$ cat src/rtl/multicycle_main_control.sv
// Multicycle main control FSM for the LEGv8-subset datapath: sequences each
// instruction, drives ALUop and datapath strobes, counts retired instructions.
module multicycle_main_control #(
  parameter int CNT_W = 32
) (
  input  logic             clk,
  input  logic             rst_n,
  input  logic [10:0]      opcode,
  input  logic             zero,
  input  logic             mem_ready,
  output logic [1:0]       ALUop,
  output logic             ALUSrcA,
  output logic [1:0]       ALUSrcB,
  output logic             PCSource,
  output logic             PCWrite,
  output logic             PCWriteCond,
  output logic             IorD,
  output logic             MemRead,
  output logic             MemWrite,
  output logic             IRWrite,
  output logic             MemtoReg,
  output logic             RegWrite,
  output logic             Reg2Loc,
  output logic             instr_done,
  output logic             illegal,
  output logic [CNT_W-1:0] instr_count
);

  typedef enum logic [3:0] {
    S_START, S_FETCH, S_DECODE, S_REX, S_RWB, S_MADDR,
    S_MRD, S_MWB, S_MWR, S_CBZ, S_BR, S_ILL
  } state_t;

  state_t           r_state;
  state_t           w_state_next;
  logic [CNT_W-1:0] r_instr_count;

  logic w_is_rtype, w_is_ldur, w_is_stur, w_is_cbz, w_is_b;

  assign w_is_rtype = (opcode == 11'b10001011000) || (opcode == 11'b11001011000) ||
                      (opcode == 11'b10001010000) || (opcode == 11'b10101010000);
  assign w_is_ldur  = (opcode == 11'b11111000010);
  assign w_is_stur  = (opcode == 11'b11111000000);
  assign w_is_cbz   = (opcode[10:3] == 8'b10110100);
  assign w_is_b     = (opcode[10:5] == 6'b000101);

  // zero is consumed by the datapath via PCWriteCond; the FSM never branches on it
  logic w_unused_zero;
  assign w_unused_zero = zero;

  always_ff @(posedge clk or negedge rst_n) begin
    if (!rst_n) begin
      r_state       <= S_START;
      r_instr_count <= '0;
    end else begin
      r_state <= w_state_next;
      if (instr_done) r_instr_count <= r_instr_count + 1'b1;
    end
  end

  assign instr_count = r_instr_count;

  always_comb begin
    w_state_next = r_state;
    ALUop        = 2'b00;
    ALUSrcA      = 1'b0;
    ALUSrcB      = 2'b00;
    PCSource     = 1'b0;
    PCWrite      = 1'b0;
    PCWriteCond  = 1'b0;
    IorD         = 1'b0;
    MemRead      = 1'b0;
    MemWrite     = 1'b0;
    IRWrite      = 1'b0;
    MemtoReg     = 1'b0;
    RegWrite     = 1'b0;
    instr_done   = 1'b0;
    illegal      = 1'b0;
    // START doubles as the reset state, so every output stays low there
    Reg2Loc      = (r_state != S_START) && (w_is_stur || w_is_cbz);

    case (r_state)
      S_START: w_state_next = S_FETCH;
      S_FETCH: begin
        MemRead = 1'b1;
        ALUSrcB = 2'b01;
        IRWrite = mem_ready;
        PCWrite = mem_ready;
        if (mem_ready) w_state_next = S_DECODE;
      end
      S_DECODE: begin
        ALUSrcB = 2'b11;
        if (w_is_rtype)                  w_state_next = S_REX;
        else if (w_is_ldur || w_is_stur) w_state_next = S_MADDR;
        else if (w_is_cbz)               w_state_next = S_CBZ;
        else if (w_is_b)                 w_state_next = S_BR;
        else                             w_state_next = S_ILL;
      end
      S_REX: begin
        ALUSrcA      = 1'b1;
        ALUop        = 2'b10;
        w_state_next = S_RWB;
      end
      S_RWB: begin
        RegWrite     = 1'b1;
        instr_done   = 1'b1;
        w_state_next = S_FETCH;
      end
      S_MADDR: begin
        ALUSrcA      = 1'b1;
        ALUSrcB      = 2'b10;
        w_state_next = w_is_ldur ? S_MRD : S_MWR;
      end
      S_MRD: begin
        MemRead = 1'b1;
        IorD    = 1'b1;
        if (mem_ready) w_state_next = S_MWB;
      end
      S_MWB: begin
        RegWrite     = 1'b1;
        MemtoReg     = 1'b1;
        instr_done   = 1'b1;
        w_state_next = S_FETCH;
      end
      S_MWR: begin
        MemWrite   = 1'b1;
        IorD       = 1'b1;
        instr_done = mem_ready;
        if (mem_ready) w_state_next = S_FETCH;
      end
      S_CBZ: begin
        ALUSrcA      = 1'b1;
        ALUop        = 2'b01;
        PCWriteCond  = 1'b1;
        PCSource     = 1'b1;
        instr_done   = 1'b1;
        w_state_next = S_FETCH;
      end
      S_BR: begin
        PCWrite      = 1'b1;
        PCSource     = 1'b1;
        instr_done   = 1'b1;
        w_state_next = S_FETCH;
      end
      S_ILL: begin
        illegal      = 1'b1;
        instr_done   = 1'b1;
        w_state_next = S_FETCH;
      end
      default: w_state_next = S_START;
    endcase
  end

endmodule

$ cat config.mk
export PLATFORM = sky130hd
export DESIGN_NAME = multicycle_main_control
export DESIGN_NICKNAME = d
export VERILOG_FILES = /design/src/rtl/multicycle_main_control.sv
export SDC_FILE = /design/constraint.sdc
export NUM_CORES = 1
export LEC_CHECK = 0
export BUFFER_PORTS_ARGS = -buffer_cell sky130_fd_sc_hd__buf_2
export CORE_AREA = 2 2 69 71
export CTS_BUF_LIST = sky130_fd_sc_hd__clkbuf_8
export DETAILED_ROUTE_END_ITERATION = 6
export DIE_AREA = 0 0 71 73
export PLACE_DENSITY = 0.84
export SKIP_CTS_REPAIR_TIMING = 1
export SKIP_LAST_GASP = 1
export SYNTH_ARGS = -nofsm -noshare
export SYNTH_HDL_FRONTEND = slang
export SYNTH_SLANG_ARGS = --single-unit
$ cat constraint.sdc
create_clock -name clk -period 3.13 [get_ports clk]
set_clock_uncertainty 0.05 [all_clocks]
set_input_delay 0.1565 -clock clk [delete_from_list [all_inputs] [get_ports clk]]
set_output_delay 0.1565 -clock clk [all_outputs]
set_load 0.01 [all_outputs]
==> flow_summary.yaml, run 1 <==
outcome:
  status: "finished clean"
route:
  wl_met1_um: 2370
  drtAntennaViolNets: 0
  routed-wl-met2_um: 2500
  drt_pass1_iterations: 4
  highest_layer: "met4"
  drcViolationCount: 0
  vias_per_cell: 5.84
  wl_met3_um: 245
  wl_per_cell_um: 15.2
  vias: 1987
  drtIter0Drc: 122
  totalWireLength_um: 5180
sta:
  finalWorstSetupSlack_ps: 921
  final_max_slew_viol_count: 0
  fin_crit_sh_pct: 70.6
  setup_viol: 0
  finalCriticalPeriod_ps: 2210
  max_freq_ghz: 0.453
  hold_viol_final: 0
  rsz0062_at_grt: "false"
  relSlewSlack_pct: 46.7
  timing.setup.tns_ps: 0
  tightest_slew_ps: 799
floorplan:
  io_pins: 64
  num_rows: 25
  die-area_um2: 5180
  die_h_um: 73
  die_width_um: 71
  initial_core_util_pct: 51.4
  core-area_um2: 4540
clock_tree:
  clk_pin_slew_ps: 70
  root_buffer: "clkbuf_8"
  insertion_delay_ps: 290
  cts.sinks: 36
  clockBufferDepth: 2
  numCtsBuffers: 5
  cts_tree: "built"
  cts.htree.levels: 2
yosys:
  yosysUniqueCellTypes: 47
  yosysWarnings: 0
  ys_ff_latch: 36
  async_flop_share_pct: 100
  syn_avg_cell_area_um2: 10.1
  yosysMostFrequentCell: "dfrtp_1"
  synth_nets: 247
  syn-cell-area_um2: 2330
  synth_edf_count: 0
  synthTopCellsByArea: "dfrtp_1 (39%), xor2_1 (11%), a2111oi_2 (8.4%)"
  yosys-top-cells-count: "dfrtp_1 (36), xor2_1 (28), nand2_1 (14), nor2_1 (14), a2111oi_2 (13)"
  synth_top_cell_by_area: "dfrtp_1"
  synthFlopType: "dfrtp_1"
  synthCells: 231
  seq_area_frac_synth_pct: 38.6
  synth_top_cell_area_share_pct: 38.6
placed_design:
  gp_congestion: 0.889
  pre_cts_slack_ps: 937
  dpl.hpwl_um: 3550
  dp_cells: 331
  portBuffers: 62
setup_path:
  r2r_start: "r_state[3]"
  worstPathRequired_ps: 3300
  r2r-end: "instr_count[25]"
  r2r_slack_ps: 920
  worstPathArrival_ps: 2370
  crit_fanout: 29
  end_kind: "flop"
  rr_worst_depth: 4
  path_class: "reg -> reg"
  cp-start-kind: "flop"
global_routing:
  grt_use_total_pct: 20.1
  grt_first_pass_wirelength_um: 8450
  grt_pass1_vias: 1779
  grt_max_degree: 37
  antenna_found_initial: 0
  overflow: 0
power_and_ir_drop:
  p_per_area_nw_per_um2: 762
  ir_worst_vdd_uv: 398
  totalPowerFinal_mw: 2.09
  p_leak_nw: 1.02
cells_and_area:
  fin_nets: 301
  antenna_cells: 0
  drive_above_1_share_pct: 33.6
  layoutNonFillerInstCount: 340
  finalCoreUtilization_pct: 60.4
  area_delta_synth_final_pct: 17.4
hold_path:
  hp-start: "mem_ready"
  holdPathStages: 2
  min_path_type: "in -> reg"
  worstHoldEndpoint: "r_state[3]"
run:
  maxCapViolations: 0
report_power, final:
part / internal, mW / switching, mW
combinational: 0.379 / 0.556
clock: 0.233 / 0.168
sequential: 0.562 / 0.188
total: 1.17 / 0.913
worst max-delay path by stage:
stage | from | endpoint | slack [ps] | depth (start not counted)
detailed placement | r_state[3] | instr_count[25] | 940 | 4
finish | r_state[3] | instr_count[25] | 920 | 4
global placement | r_state[3] | instr_count[29] | 1020 | 4
floorplan | instr_count[0] | instr_count[28] | 1340 | 5
global route | r_state[3] | instr_count[18] | 740 | 4
CTS | r_state[3] | instr_count[25] | 900 | 4
per-layer routing:
metal  global-route usage (%)  up-vias
met1                     27.1      948
met4                     6.08        0
met5                        0        -
li1                         -      971
met2                     32.9       62
met3                     4.01        6
logic make-up (layout without fill, tap and decap cells):
group                      Yosys count  after routing  share of synthesized area [%]
adders and majority gates            1              1                          0.537
buffers and inverters               24             79                           5.42
DFF                                 36             36                           38.6
xor gates and xnor gates            34             34                           12.8
muxes                                3              3                           1.40
and+or+nand+nor                     83             83                           20.5
AOI/OAI and AO/OA                   50             50                           20.8
area by class of cell:
class | instances | area [um^2]
clock inverter | 3 | 38.8
timing repair buffer | 65 | 335
tap | 54 | 67.6
inverter | 6 | 22.5
sequential | 36 | 901
multi-input combinational | 171 | 1300
clock buffer | 5 | 68.8
fill | 376 | 1800
flip-flops by register name (all words and copies together), names as in the netlist:
signal,cells
r_state,4
instr_count,32
per-stage QoR:
stage / hold slack, ps / cell area, um^2
6_report: 89.4 / 2740
2_1_floorplan: -189 / 2330
5_1_grt: 86.7 / 2740
4_1_cts: -75.3 / 2730
3_5_place_dp: 242 / 2620
3_3_place_gp: 232 / 2620
cells in the final DEF (no fill, tap or decap), types with 2 or more instances in the layout:
cell / n
a2111oi_2: 13
a211oi_1: 6
a211oi_2: 6
a21oi_1: 7
a31oi_1: 2
and2_1: 4
and3_1: 5
and4_1: 6
buf_2: 62
buf_4: 2
clkbuf_8: 5
dfrtp_1: 36
inv_1: 7
mux2_2: 2
nand2_1: 14
nand2b_1: 3
nand3_1: 8
nand4_1: 11
nor2_1: 14
nor3_1: 6
nor4bb_1: 3
o21ai_0: 3
o22ai_1: 2
o41ai_1: 3
xnor2_1: 6
xor2_1: 28
worst max-delay path, cell delays in order, from the launching register on:
cell and delay (ps):
dfrtp_1 660, nand2b_2 190, or3b_4 620, a2111oi_2 430, xor2_1 170
Note: power is estimated with default switching activity, not from simulation.
==> inputs of run 2 (changes only) <==
--- a/config.mk
+++ b/config.mk
@@ -5,11 +5,12 @@
 export SDC_FILE = /design/constraint.sdc
 export NUM_CORES = 1
 export LEC_CHECK = 0
+export ABC_AREA = 1
 export BUFFER_PORTS_ARGS = -buffer_cell sky130_fd_sc_hd__buf_2
-export CORE_AREA = 2 2 69 71
+export CORE_AREA = 2 2 75 77
 export CTS_BUF_LIST = sky130_fd_sc_hd__clkbuf_8
 export DETAILED_ROUTE_END_ITERATION = 6
-export DIE_AREA = 0 0 71 73
+export DIE_AREA = 0 0 77 79
 export PLACE_DENSITY = 0.84
 export SKIP_CTS_REPAIR_TIMING = 1
 export SKIP_LAST_GASP = 1
==> constraint.sdc (replaced) <==
create_clock -name clk -period 2.2 [get_ports clk]
set_clock_uncertainty 0.05 [all_clocks]
set_input_delay 0.11 -clock clk [delete_from_list [all_inputs] [get_ports clk]]
set_output_delay 0.11 -clock clk [all_outputs]
set_load 0.01 [all_outputs]
==> run 2 against run 1 <==
Compared with the run above:
- global-route usage increased by 3.4 points
- largest cell class unchanged
- worst setup slack got worse by 580 ps
- sequential cell count unchanged
- clock power increased by 41%
- sequential power increased by 16%
- utilization increased by 1.6 points
- non-clock buffer count decreased by 1
==> flow_summary.yaml, run 2 <==
cells_and_area:
  area_delta_synth_final_pct: 16.6
  layoutNonFillerInstCount: 607
  fin_nets: 550
  drive_above_1_share_pct: 19.6
  fillers: 514
  final_common_cell: "nand2_1"
  finalCoreUtilization_pct: 61.9
  final_cell_mix: "nand2_1 (212), nor2_1 (69), buf_2 (62)"
  largest_reg_flops: 32
  antenna_cells: 0
floorplan:
  initial_core_util_pct: 53.1
  die-area_um2: 6080
  die_h_um: 79
  die_width_um: 77
  num_rows: 27
  io_pins: 64
  core-area_um2: 5340
route:
  drtAntennaViolNets: 0
  totalWireLength_um: 6670
  vias_per_cell: 4.86
  drt_pass1_iterations: 4
  vias: 2952
  wl_per_cell_um: 11.0
  drcViolationCount: 0
  drtIter0Drc: 238
placed_design:
  dpl.hpwl_um: 5180
  dp_cells: 598
  gp_congestion: 0.916
  portBuffers: 62
  pre_cts_slack_ps: 447
sta:
  final_max_slew_viol_count: 0
  timing.setup.tns_ps: 0
  relSlewSlack_pct: 48.5
  finalWorstSetupSlack_ps: 344
  hold_viol_final: 0
  max_freq_ghz: 0.539
  tightest_slew_ps: 772
  rsz0062_at_grt: "false"
  setup_viol: 0
  finalCriticalPeriod_ps: 1860
  fin_crit_sh_pct: 84.4
setup_path:
  worstPathRequired_ps: 2040
  rr_worst_depth: 8
  crit_fanout: 31
  crit_path_end: "instr_done"
  cpMostUsedCell: "nand2_4"
  end_kind: "output port"
  worstPathArrival_ps: 1700
  r2r-end: "instr_count[16]"
  cp_num_buf_inv: 2
  cp-start-kind: "flop"
  slowest_stage: "dfrtp_1"
  cp.depth: 6
  r2r_start: "instr_count[0]"
  slowest_delay_ps: 430
  path_class: "reg -> out"
  r2r_slack_ps: 420
  path_delay_family: "simple AND/OR/NAND/NOR gates"
  crit_chain: "nor2_2 -> nand2_2 -> nand2_4 -> inv_2 -> nand2_4 -> buf_2"
  crit_path_start: "r_state[1]"
global_routing:
  overflow: 0
  grt_first_pass_wirelength_um: 11800
  grt_use_total_pct: 23.5
  grt_max_degree: 37
  antenna_found_initial: 0
  grt_pass1_vias: 2776
outcome:
  status: "finished clean"
yosys:
  async_flop_share_pct: 100
  syn-cell-area_um2: 2830
  synth_nets: 486
  syn_avg_cell_area_um2: 6.03
  yosys-top-cells-count: "nand2_1 (212), nor2_1 (69), inv_1 (53)"
  synthFlopType: "dfrtp_1"
  yosysMostFrequentCell: "nand2_1"
  synth_top_cell_by_area: "dfrtp_1"
  ys_ff_latch: 36
  yosysUniqueCellTypes: 26
  yosysWarnings: 0
  synth_edf_count: 0
  synthCells: 470
  synthTopCellsByArea: "dfrtp_1 (32%), nand2_1 (28%), nor2_1 (9.1%)"
  synth_top_cell_area_share_pct: 31.8
  seq_area_frac_synth_pct: 31.8
power_and_ir_drop:
  p_per_area_nw_per_um2: 800
  ir_worst_vdd_uv: 660
  p_leak_nw: 1.84
  totalPowerFinal_mw: 2.64
clock_tree:
  cts_tree: "built"
  insertion_delay_ps: 290
  clk_pin_slew_ps: 70
  numCtsBuffers: 5
  cts.sinks: 36
  root_buffer: "clkbuf_8"
  clockBufferDepth: 2
  cts.htree.levels: 2
hold_path:
  min_path_type: "in -> reg"
run:
  maxCapViolations: 0
==> run 2: changes by cell type after synthesis, sizes merged, moves of 5 or more <==
| cell | previous run | this run |
|---|---|---|
| nand2 | 15 | 221 |
| nor2 | 14 | 83 |
| inv | 6 | 59 |
| nand3 | 8 | 35 |
| xor2 | 28 | 8 |
| a2111oi | 13 | 0 |
| a211oi | 12 | 0 |
| nand4 | 11 | 2 |
| buf | 14 | 7 |
| and4 | 6 | 0 |
| and3 | 5 | 0 |
==> run 2: how the worst min path moves through the flow <==
stage,start,endpoint,slack (ps),cells after the start
after floorplan,rst_n,instr_count[0],-240,0
after global placement,rst_n,instr_count[11],180,1
after detailed placement,rst_n,instr_count[12],190,1
after CTS,rst_n,instr_count[12],-130,1
after global routing,mem_ready,r_state[0],130,4
final,mem_ready,r_state[1],120,4
==> run 2: per-stage QoR <==
stage / area (um^2) / hold WS [ps]
CTS: 3300 / -129
global placement: 3190 / 180
detailed placement: 3190 / 187
global route: 3310 / 132
floorplan: 2830 / -236
finish: 3310 / 119
==> run 2: cell families (layout without fill, tap and decap cells) <==
group / after synthesis / after routing / share of synthesized area [%]
DFF: 36 / 36 / 31.8
adders and majority gates: 1 / 1 / 0.441
and+or+nand+nor: 346 / 346 / 52.1
buffers and inverters: 66 / 131 / 10.2
xor gates and xnor gates: 12 / 12 / 3.71
AOI/OAI and AO/OA: 9 / 9 / 1.85
==> run 2: routing by layer <==
layer / GRT usage [%] / up-vias / part of all wire [%]
met2: 43.5 / 94 / 49
met5: 0 / - / 0
met1: 27.3 / 1315 / 43
li1: - / 1533 / -
met3: 4.09 / 10 / 5.9
met4: 8.75 / 0 / 2.0
==> run 2: worst min-delay path, delay by kind of cell <==
kind	cells	cell delay, ps
buffers and inverters	2	190
and+or+nand+nor	2	130
==> run 2: area by class of cell <==
| type | count | area [um^2] | share of cell area (%) |
|---|---|---|---|
| multi-input cells | 368 | 1650 | 49.8 |
| flip-flops and latches | 36 | 901 | 27.3 |
| repair buffers | 64 | 340 | 10.3 |
| inverters | 59 | 221 | 6.70 |
| well taps | 72 | 90.1 | 2.73 |
| clock buffers | 5 | 68.8 | 2.08 |
| clock inverters | 3 | 38.8 | 1.17 |
==> run 2: where the power goes <==
group / leakage [nW] / internal (mW) / total [mW] / switching [mW]
logic: 1.29 / 0.401 / 1.21 / 0.806
registers: 0.490 / 0.745 / 0.869 / 0.124
clock network: 0.0593 / 0.331 / 0.567 / 0.235
==> inputs of run 3 (changes only) <==
--- a/config.mk
+++ b/config.mk
@@ -7,11 +7,11 @@
 export LEC_CHECK = 0
 export ABC_AREA = 1
 export BUFFER_PORTS_ARGS = -buffer_cell sky130_fd_sc_hd__buf_2
-export CORE_AREA = 2 2 75 77
+export CORE_AREA = 2 2 78 80
 export CTS_BUF_LIST = sky130_fd_sc_hd__clkbuf_8
 export DETAILED_ROUTE_END_ITERATION = 6
-export DIE_AREA = 0 0 77 79
-export PLACE_DENSITY = 0.84
+export DIE_AREA = 0 0 80 82
+export PLACE_DENSITY = 0.81
 export SKIP_CTS_REPAIR_TIMING = 1
 export SKIP_LAST_GASP = 1
 export SYNTH_ARGS = -nofsm -noshare
==> constraint.sdc (replaced) <==
create_clock -name clk -period 1.5 [get_ports clk]
set_clock_uncertainty 0.05 [all_clocks]
set_input_delay 0.075 -clock clk [delete_from_list [all_inputs] [get_ports clk]]
set_output_delay 0.075 -clock clk [all_outputs]
set_load 0.01 [all_outputs]
==> run 3 against run 2 <==
Compared with the run above:
- the run now ends with negative setup slack left
- combinational power up 140%
- sequential power rose by 48%
- first-iteration DRC count fell by 19%
- non-clock buffer count rose by 42
- final area is 15% higher
- final cell count rose by 7.6%
- worst setup slack got worse by 540 ps
- total power is 82% higher
==> flow_summary.yaml, run 3 (synthesis gave the netlist of run 2 again) <==
hold_path:
  worstHoldEndpoint: "r_state[3]"
  holdPathStages: 5
  hp-start: "opcode[3]"
  min_path_type: "in -> reg"
floorplan:
  initial_core_util_pct: 49.3
  num_rows: 28
  die_width_um: 80
  die_h_um: 82
  die-area_um2: 6560
  core-area_um2: 5750
  io_pins: 64
global_routing:
  grt_use_total_pct: 23.9
  antenna_found_initial: 0
  grt_max_degree: 23
  overflow: 0
  grt_pass1_vias: 3026
  grt_first_pass_wirelength_um: 12500
placed_design:
  portBuffers: 62
  dp_cells: 627
  dpl.hpwl_um: 5960
  gp_congestion: 0.908
  pre_cts_slack_ps: -1.51
cells_and_area:
  final_cell_mix: "nand2_1 (202), buf_2 (61), nor2_1 (58)"
  final_common_cell: "nand2_1"
  drive_above_1_share_pct: 32.5
  layoutNonFillerInstCount: 653
  largest_reg_flops: 32
  antenna_cells: 0
  fin_nets: 593
  area_delta_synth_final_pct: 34.2
route:
  drtAntennaViolNets: 0
  wl_per_cell_um: 12.5
  drcViolationCount: 0
  totalWireLength_um: 8160
  vias_per_cell: 4.96
  vias: 3240
  drt_pass1_iterations: 4
  drtIter0Drc: 193
power_and_ir_drop:
  p_per_area_nw_per_um2: 1270
  ir_worst_vdd_uv: 1060
  p_leak_nw: 2.07
sta:
  fin_crit_sh_pct: 113
  final_max_slew_viol_count: 0
  hold_viol_final: 0
  rsz0062_at_grt: "true"
  setup_viol: 45
  finalCriticalPeriod_ps: 1700
  finalWorstSetupSlack_ps: -199
  relSlewSlack_pct: 70.9
  tightest_slew_ps: 437
  max_freq_ghz: 0.589
clock_tree:
  cts.sinks: 36
  insertion_delay_ps: 300
  clockBufferDepth: 2
  numCtsBuffers: 5
  cts_tree: "built"
  cts.htree.levels: 2
  root_buffer: "clkbuf_8"
  clk_pin_slew_ps: 70
setup_path:
  path_delay_family: "simple AND/OR/NAND/NOR gates"
  crit_path_start: "r_state[2]"
  cp-start-kind: "flop"
  rr_worst_depth: 10
  crit_chain: "inv_2 -> nor2_4 -> nand2_2 -> nand2_2 -> nor2_4 -> nand2_4 -> buf_12 -> buf_6"
  path_class: "reg -> out"
  cp_num_buf_inv: 3
  slowest_delay_ps: 460
  crit_fanout: 5
  worstPathArrival_ps: 1570
  end_kind: "output port"
  worstPathRequired_ps: 1370
  slowest_stage: "dfrtp_2"
  r2r_start: "r_state[2]"
  r2r-end: "instr_count[16]"
  r2r_slack_ps: -100
run:
  maxCapViolations: 0
outcome:
  violations: "negative setup slack"
  status: "finished with violations"
==> run 3: per-layer routing <==
metal | up-vias | GRT usage [%] | wire, um
met3 | 19 | 3.74 | 378
met4 | 0 | 10.0 | 212
met1 | 1484 | 26.4 | 3270
met5 | - | 0 | 0
li1 | 1631 | - | -
met2 | 106 | 45.3 | 4300
==> run 3: worst max path at each step <==
stage          slack, ps  cells after the start              end
6_report            -200                      8       instr_done
5_1_grt             -260                      8       instr_done
4_1_cts             -300                      8       instr_done
3_5_place_dp          -2                      9  instr_count[21]
3_3_place_gp          40                     10  instr_count[30]
2_1_floorplan         30                     10  instr_count[30]
==> run 3: area by class of cell <==
type	count	area, um^2
timing repair buffer	106	703
fill	519	1940
tap	75	93.8
clock buffer	5	68.8
multi-input combinational	369	1790
clock inverter	3	12.5
sequential	36	913
inverter	59	224
==> run 3: stage by stage <==
stage	hold slack (ps)	TNS (ps)	power, mW	utilization (%)	cell area, um^2
after floorplan	-271	0	2.69	-	2850
after global placement	-14.0	0	3.42	59.8	3440
after detailed placement	-11.0	-1.51	3.48	59.8	3440
after CTS	-323	-1770	4.14	61.3	3520
after global routing	115	-6530	5.07	66.2	3800
final	85.2	-3000	4.82	66.2	3800
==> run 3: tightest hold or removal path: stages <==
cell and delay [ps]:
buf_2 100, nor3_1 60, nand2_1 60, nand2_1 40
nand3_1 70
==> run 3: report_power, final <==
| group | internal, mW | switching [mW] |
|---|---|---|
| sequential | 1.11 | 0.187 |
| combinational | 1.20 | 1.65 |
| clock | 0.312 | 0.357 |
| total | 2.62 | 2.20 |
